<file path="config.mk">
export PLATFORM = sky130hd
export DESIGN_NAME = mvu_pe_acc
export DESIGN_NICKNAME = d
export VERILOG_FILES = /design/src/rtl/mvau_defn.sv /design/src/rtl/mvu_pe_adders.sv /design/src/rtl/mvu_pe_acc.sv
export SDC_FILE = /design/constraint.sdc
export NUM_CORES = 1
export LEC_CHECK = 0
export BUFFER_PORTS_ARGS = -buffer_cell sky130_fd_sc_hd__buf_2
export CORE_MARGIN = 8
export CORE_UTILIZATION = 58
export CTS_BUF_LIST = sky130_fd_sc_hd__clkbuf_4
export CTS_CLUSTER_SIZE = 28
export DETAILED_ROUTE_END_ITERATION = 7
export PLACE_DENSITY_LB_ADDON = 0.05
export SLEW_MARGIN = 5
export SYNTH_ARGS = -nofsm -noshare
export SYNTH_HDL_FRONTEND = slang
export SYNTH_HIERARCHICAL = 1
export SYNTH_SLANG_ARGS = --single-unit
</file>
<file path="constraint.sdc">
create_clock -name clk -period 2.3 [get_ports clk]
set_input_delay 0.69 -clock clk [delete_from_list [all_inputs] [get_ports clk]]
set_output_delay 0.69 -clock clk [all_outputs]
set_load 0.05 [all_outputs]
</file>
<file path="src/rtl/mvau_defn.sv">
// ---------------------------------------------------------------------------
// mvau_defn: shared MVAU stream definitions.
//   Default datapath geometry for a PE (SIMD lanes, lane product width,
//   synapse folds, accumulator width) plus helpers that derive the widths
//   the stream sub-blocks need from their own parameter overrides.
// ---------------------------------------------------------------------------
package mvau_defn;

  localparam int SIMD  = 2;   // SIMD lanes feeding one PE
  localparam int TDstI = 4;   // unsigned lane product width
  localparam int SF    = 4;   // synapse folds accumulated per output
  localparam int TO    = 8;   // accumulator / output width (modulo 2^TO)

  // Full-precision width of the lane reduction: no carry can be lost.
  localparam int SUMW  = TDstI + $clog2(SIMD);

  function automatic int sum_width(input int tdsti, input int simd);
    return tdsti + $clog2(simd);
  endfunction

  // A fold counter always needs at least one bit, even when SF == 1.
  function automatic int cnt_width(input int sf);
    return (sf > 1) ? $clog2(sf) : 1;
  endfunction

endpackage

</file>
<file path="src/rtl/mvu_pe_adders.sv">
// ---------------------------------------------------------------------------
// mvu_pe_adders: lane reduction for one PE.
//   Adds the SIMD unsigned lane products at full precision, then resizes the
//   sum to OW bits (zero-extend or truncate). With REG=1 the result and its
//   valid are registered and advance only while en=1; with REG=0 the block
//   is purely combinational.
// Ports:
//   clk, rst_n  clock, synchronous active-low reset (REG=1 only)
//   en          stage enable; 0 holds the registered sum and valid
//   in_v        lane products valid
//   in_simd     packed lane products, lane k = [k*TDstI +: TDstI]
//   out_v       reduced-sum valid
//   out_sum     reduced sum, OW bits
// ---------------------------------------------------------------------------
module mvu_pe_adders #(
  parameter int SIMD  = mvau_defn::SIMD,
  parameter int TDstI = mvau_defn::TDstI,
  parameter int OW    = mvau_defn::TO,
  parameter bit REG   = 1'b1
) (
  input  logic                    clk,
  input  logic                    rst_n,
  input  logic                    en,
  input  logic                    in_v,
  input  logic [SIMD*TDstI-1:0]   in_simd,
  output logic                    out_v,
  output logic [OW-1:0]           out_sum
);

  localparam int SUMW = mvau_defn::sum_width(TDstI, SIMD);

  logic [SUMW-1:0] w_sum;
  logic [OW-1:0]   w_sum_ow;

  // NOTE: every variable assigned in always_comb gets a default first, so no
  // path can leave it unassigned and infer a latch.
  always_comb begin
    w_sum = '0;
    for (int k = 0; k < SIMD; k++) begin
      w_sum = w_sum + SUMW'(in_simd[k*TDstI +: TDstI]);
    end
  end

  // Unsigned size cast: zero-extends when OW > SUMW, truncates otherwise.
  assign w_sum_ow = OW'(w_sum);

  generate
    if (REG) begin : g_reg
      logic          r_v;
      logic [OW-1:0] r_sum;

      // NOTE: sequential state uses non-blocking assignments so every
      // register samples pre-edge values regardless of statement order.
      always_ff @(posedge clk) begin
        if (!rst_n) begin
          r_v   <= 1'b0;
          r_sum <= '0;
        end else if (en) begin
          r_v   <= in_v;
          r_sum <= w_sum_ow;
        end
      end

      assign out_v   = r_v;
      assign out_sum = r_sum;
    end else begin : g_comb
      assign out_v   = in_v;
      assign out_sum = w_sum_ow;
    end
  endgenerate

endmodule

</file>
<file path="src/rtl/mvu_pe_acc.sv">
// ---------------------------------------------------------------------------
// mvu_pe_acc: PE accumulator, consumer end of the SIMD product interface.
//   Stage 1 reduces the SIMD lane products (registered adder stage).
//   Stage 2 accumulates SF reduced sums per output neuron and emits the
//   TO-bit result with a single-cycle valid pulse. do_mvau_stream=0 freezes
//   both stages; only a pending out_v pulse still clears.
// Ports:
//   clk             main clock
//   rst_n           synchronous, active-low reset
//   do_mvau_stream  pipeline enable
//   in_v            lane products valid
//   in_simd         packed lane products, lane k = [k*TDstI +: TDstI]
//   out_v           result valid, one-cycle pulse
//   out             accumulated dot product (held until the next result)
// ---------------------------------------------------------------------------
module mvu_pe_acc #(
  parameter int SIMD  = mvau_defn::SIMD,
  parameter int TDstI = mvau_defn::TDstI,
  parameter int SF    = mvau_defn::SF,
  parameter int TO    = mvau_defn::TO
) (
  input  logic                    clk,
  input  logic                    rst_n,
  input  logic                    do_mvau_stream,
  input  logic                    in_v,
  input  logic [SIMD*TDstI-1:0]   in_simd,
  output logic                    out_v,
  output logic [TO-1:0]           out
);

  localparam int              CNTW = mvau_defn::cnt_width(SF);
  localparam logic [CNTW-1:0] LAST = CNTW'(SF - 1);

  logic            w_sum_v;
  logic [TO-1:0]   w_sum_r;
  logic [TO-1:0]   w_acc_next;

  logic [TO-1:0]   r_acc;
  logic [CNTW-1:0] r_sf_cnt;
  logic [TO-1:0]   r_out;
  logic            r_out_v;

  // Stage 1: registered lane reduction.
  mvu_pe_adders #(
    .SIMD  (SIMD),
    .TDstI (TDstI),
    .OW    (TO),
    .REG   (1'b1)
  ) u_adders (
    .clk     (clk),
    .rst_n   (rst_n),
    .en      (do_mvau_stream),
    .in_v    (in_v),
    .in_simd (in_simd),
    .out_v   (w_sum_v),
    .out_sum (w_sum_r)
  );

  // Fold 0 restarts the accumulator, so back-to-back neurons need no gap.
  assign w_acc_next = (r_sf_cnt == '0) ? w_sum_r : r_acc + w_sum_r;

  // Stage 2: accumulate, count folds, emit.
  always_ff @(posedge clk) begin
    if (!rst_n) begin
      r_acc    <= '0;
      r_sf_cnt <= '0;
      r_out    <= '0;
      r_out_v  <= 1'b0;
    end else begin
      // The pulse drops on the next edge even while the pipeline is frozen.
      r_out_v <= 1'b0;
      if (do_mvau_stream && w_sum_v) begin
        r_acc <= w_acc_next;
        if (r_sf_cnt == LAST) begin
          r_out    <= w_acc_next;
          r_out_v  <= 1'b1;
          r_sf_cnt <= '0;
        end else begin
          r_sf_cnt <= r_sf_cnt + 1'b1;
        end
      end
    end
  end

  assign out   = r_out;
  assign out_v = r_out_v;

endmodule

</file>
==> flow_metrics.py <==
metrics = {
    "layout": {
        "syn2layout_area_growth_pct": 8.79,
        "final_cell_mix": "25 x dfxtp_1, 20 x buf_2, 15 x nor2_1, 15 x a21oi_1, 13 x ha_1",
        "layout-drive-gt1-share_pct": 17.4,
        "insertedDiodeCount": 0,
        "layout_commonest_cell": "dfxtp_1",
        "final_net_count": 229,
    },
    "global_routing": {
        "grt_max_degree": 23,
        "top_usage_layer": "met2",
        "met3_usage_pct": 2.13,
        "grt_pass1_vias": 1340,
        "antenna_found_initial": 0,
        "grt_overflow_total": 0,
        "grt_pass1_wl_um": 5940,
        "grtUsageMet2_pct": 27.9,
        "use_met1_pct": 19.6,
        "track_usage_pct": 16.1,
    },
    "die": {
        "rows": 19,
        "die_width_um": 68.4,
        "die-area_sq_um": 4680,
        "die_y_um": 68.4,
        "initial_utilization_pct": 59.3,
        "io_pins": 21,
        "coreArea_sq_um": 2690,
    },
    "synth": {
        "synth_edf_count": 0,
        "synth_top_area_share_pct": 31.4,
        "synth_warnings": 6,
        "ys_ff_latch": 25,
        "ys_seq_area_share_pct": 31.4,
        "synthTopCellsByArea": "dfxtp_1 31%, ha_1 10%, a21oi_1 4.7%",
        "async_flop_share_pct": 0,
        "syn_inst": 182,
        "yosysTopAreaCell": "dfxtp_1",
        "synthFlopType": "dfxtp_1",
        "yosysUniqueCellTypes": 47,
        "syn_area_sq_um": 1590,
        "syn_avg_cell_area_sq_um": 8.76,
    },
    "place": {
        "dp_hpwl_um": 2650,
        "place_ws_ps": 363,
        "portBuffers": 20,
        "gp_congestion": 0.840,
    },
    "sta": {
        "finalClockSkew_ps": 5.84,
        "tns_ps": 0,
        "min_period_over_period_pct": 85.3,
        "timing.fmax_mhz": 510,
        "hold_violations": 0,
        "relSlewSlack_pct": 63.2,
        "slew_violations": 0,
        "rsz0062_at_grt": "no",
        "setup_ws_ps": 338,
        "layout_min_cycle_time_ps": 1960,
        "setup_viol": 0,
        "worstMarginPinSlew_ps": 552,
    },
    "clocking": {
        "cts-resized-gates": 0,
        "post-cts-setup-buffers": 0,
        "cts.sinks": 25,
        "htreeDepth": 1,
        "cts_tree": "yes",
        "cts_buffer_depth": 2,
        "cts_made_buffers": 3,
        "ctsRootBufferMaster": "clkbuf_4",
        "hold_buffers": 0,
        "clk_pin_slew_ps": 140,
        "worst_skew_pair.late_latency_ps": 320,
    },
    "route": {
        "ant_nets": 0,
        "wirelength_um": 3380,
        "drcViolationCount": 0,
        "dr.pass1.iters": 4,
        "via_per_inst": 5.86,
        "wl_per_cell_um": 14.6,
        "drtIter0Drc": 89,
        "vias": 1359,
    },
    "pwr": {
        "irDropWorstVdd_mv": 0.441,
        "cellLeakagePower_nw": 0.781,
        "power_density_nw_per_um2": 474,
    },
    "worst_setup_path": {
        "cp-end-kind": "flip-flop",
        "required_ps": 2580,
        "arrival_ps": 2240,
        "crit_fanout": 4,
        "start_kind": "flip-flop",
        "worstSetupPathType": "reg -> reg",
    },
    "run_status": {
        "status": "complete, no violations",
    },
    "worst_hold_path": {
        "min_path_type": "reg -> reg",
    },
    "run": {
        "maxCapViolCount": 0,
    },
}
[worst max-delay path, cell delays in order, from the launching register on]
cell,delay [ps]
dfxtp_1,380
ha_1,220
inv_1,70
fa_1,420
nor2b_4,130
o21a_2,150
o31a_1,170
mux2i_1,190
o2111a_1,190
[sequential cells by signal, indices dropped and copies added (netlist names)]
signal            flops
out                   8
out_v                 1
u_adders/out_sum      5
u_adders/out_v        1
r_sf_cnt              2
r_acc                 8
[metrics by stage]
stage / hold slack, ps / power, mW / cells / util [%] / instance area [sq um]
floorplan: 453 / 0.596 / 184 / - / 1600
global placement: 479 / 0.626 / 228 / 63.5 / 1710
detailed placement: 473 / 0.633 / 228 / 63.5 / 1710
CTS: 495 / 0.832 / 232 / 64.6 / 1730
global route: 535 / 0.869 / 232 / 64.6 / 1730
finish: 501 / 0.821 / 232 / 64.6 / 1730
[cells in the mapped netlist (2+ instances only)]
| cell | count |
|---|---|
| nand4_1 | 2 |
| nand4b_1 | 2 |
| o21ai_0 | 10 |
| o221ai_2 | 2 |
| xor2_1 | 2 |
| fa_1 | 2 |
| nor4_1 | 2 |
| mux2i_1 | 7 |
| nand3_1 | 5 |
| dfxtp_1 | 25 |
| ha_1 | 13 |
| nand2_1 | 10 |
| a211oi_1 | 4 |
| and3_1 | 3 |
| clkbuf_1 | 3 |
| nor3_1 | 3 |
| nand3b_1 | 2 |
| a21oi_1 | 15 |
| o211a_1 | 3 |
| nor2_1 | 15 |
| a31oi_1 | 2 |
| buf_2 | 3 |
| inv_1 | 11 |
| nand2b_1 | 2 |
| o21a_1 | 3 |
| o31a_1 | 2 |
| nor2b_1 | 7 |
| buf_4 | 3 |
[cell type report]
class / count / area, sq um
clock inverters: 1 / 5.00
inverters: 11 / 41.3
flip-flops and latches: 25 / 500
multi-input cells: 137 / 996
repair buffers: 24 / 130
well taps: 31 / 38.8
clock buffers: 3 / 22.5
fillers: 245 / 952
[where the power goes]
| group | switching, mW | leakage [nW] | internal (mW) |
|---|---|---|---|
| clock | 0.130 | 0.0177 | 0.0651 |
| sequential | 0.0149 | 0.203 | 0.450 |
| combinational | 0.0924 | 0.559 | 0.0692 |
[routing by layer]
| metal | wire (um) | vias to the layer above |
|---|---|---|
| li1 | - | 694 |
| met1 | 1520 | 637 |
| met2 | 1710 | 24 |
| met3 | 107 | 4 |
| met4 | 36 | 0 |
| met5 | 0 | - |
[final timing paths]
path | startpoint | end | cells after the start | slack (ps)
max reg2reg | u_adders/out_sum[0] | out[6] | 8 | 340
min reg2reg | r_sf_cnt[1] | r_sf_cnt[1] | 2 | 500
min | r_sf_cnt[1] | r_sf_cnt[1] | 2 | 500
max | u_adders/out_sum[0] | out[6] | 8 | 340
[kinds of logic (layout without fill, tap and decap cells)]
kind of cell	count (synthesis)	after routing	share of synthesized area (%)
fa+ha+maj	15	15	12.7
buf+inv	22	39	6.59
other cells	1	3	0.235
compound gates	50	50	23.0
flops	25	25	31.4
simple gates	59	59	20.0
mux	7	7	4.40
xor+xnor	3	3	1.65
No activity file was read; power rests on OpenSTA's default activity.
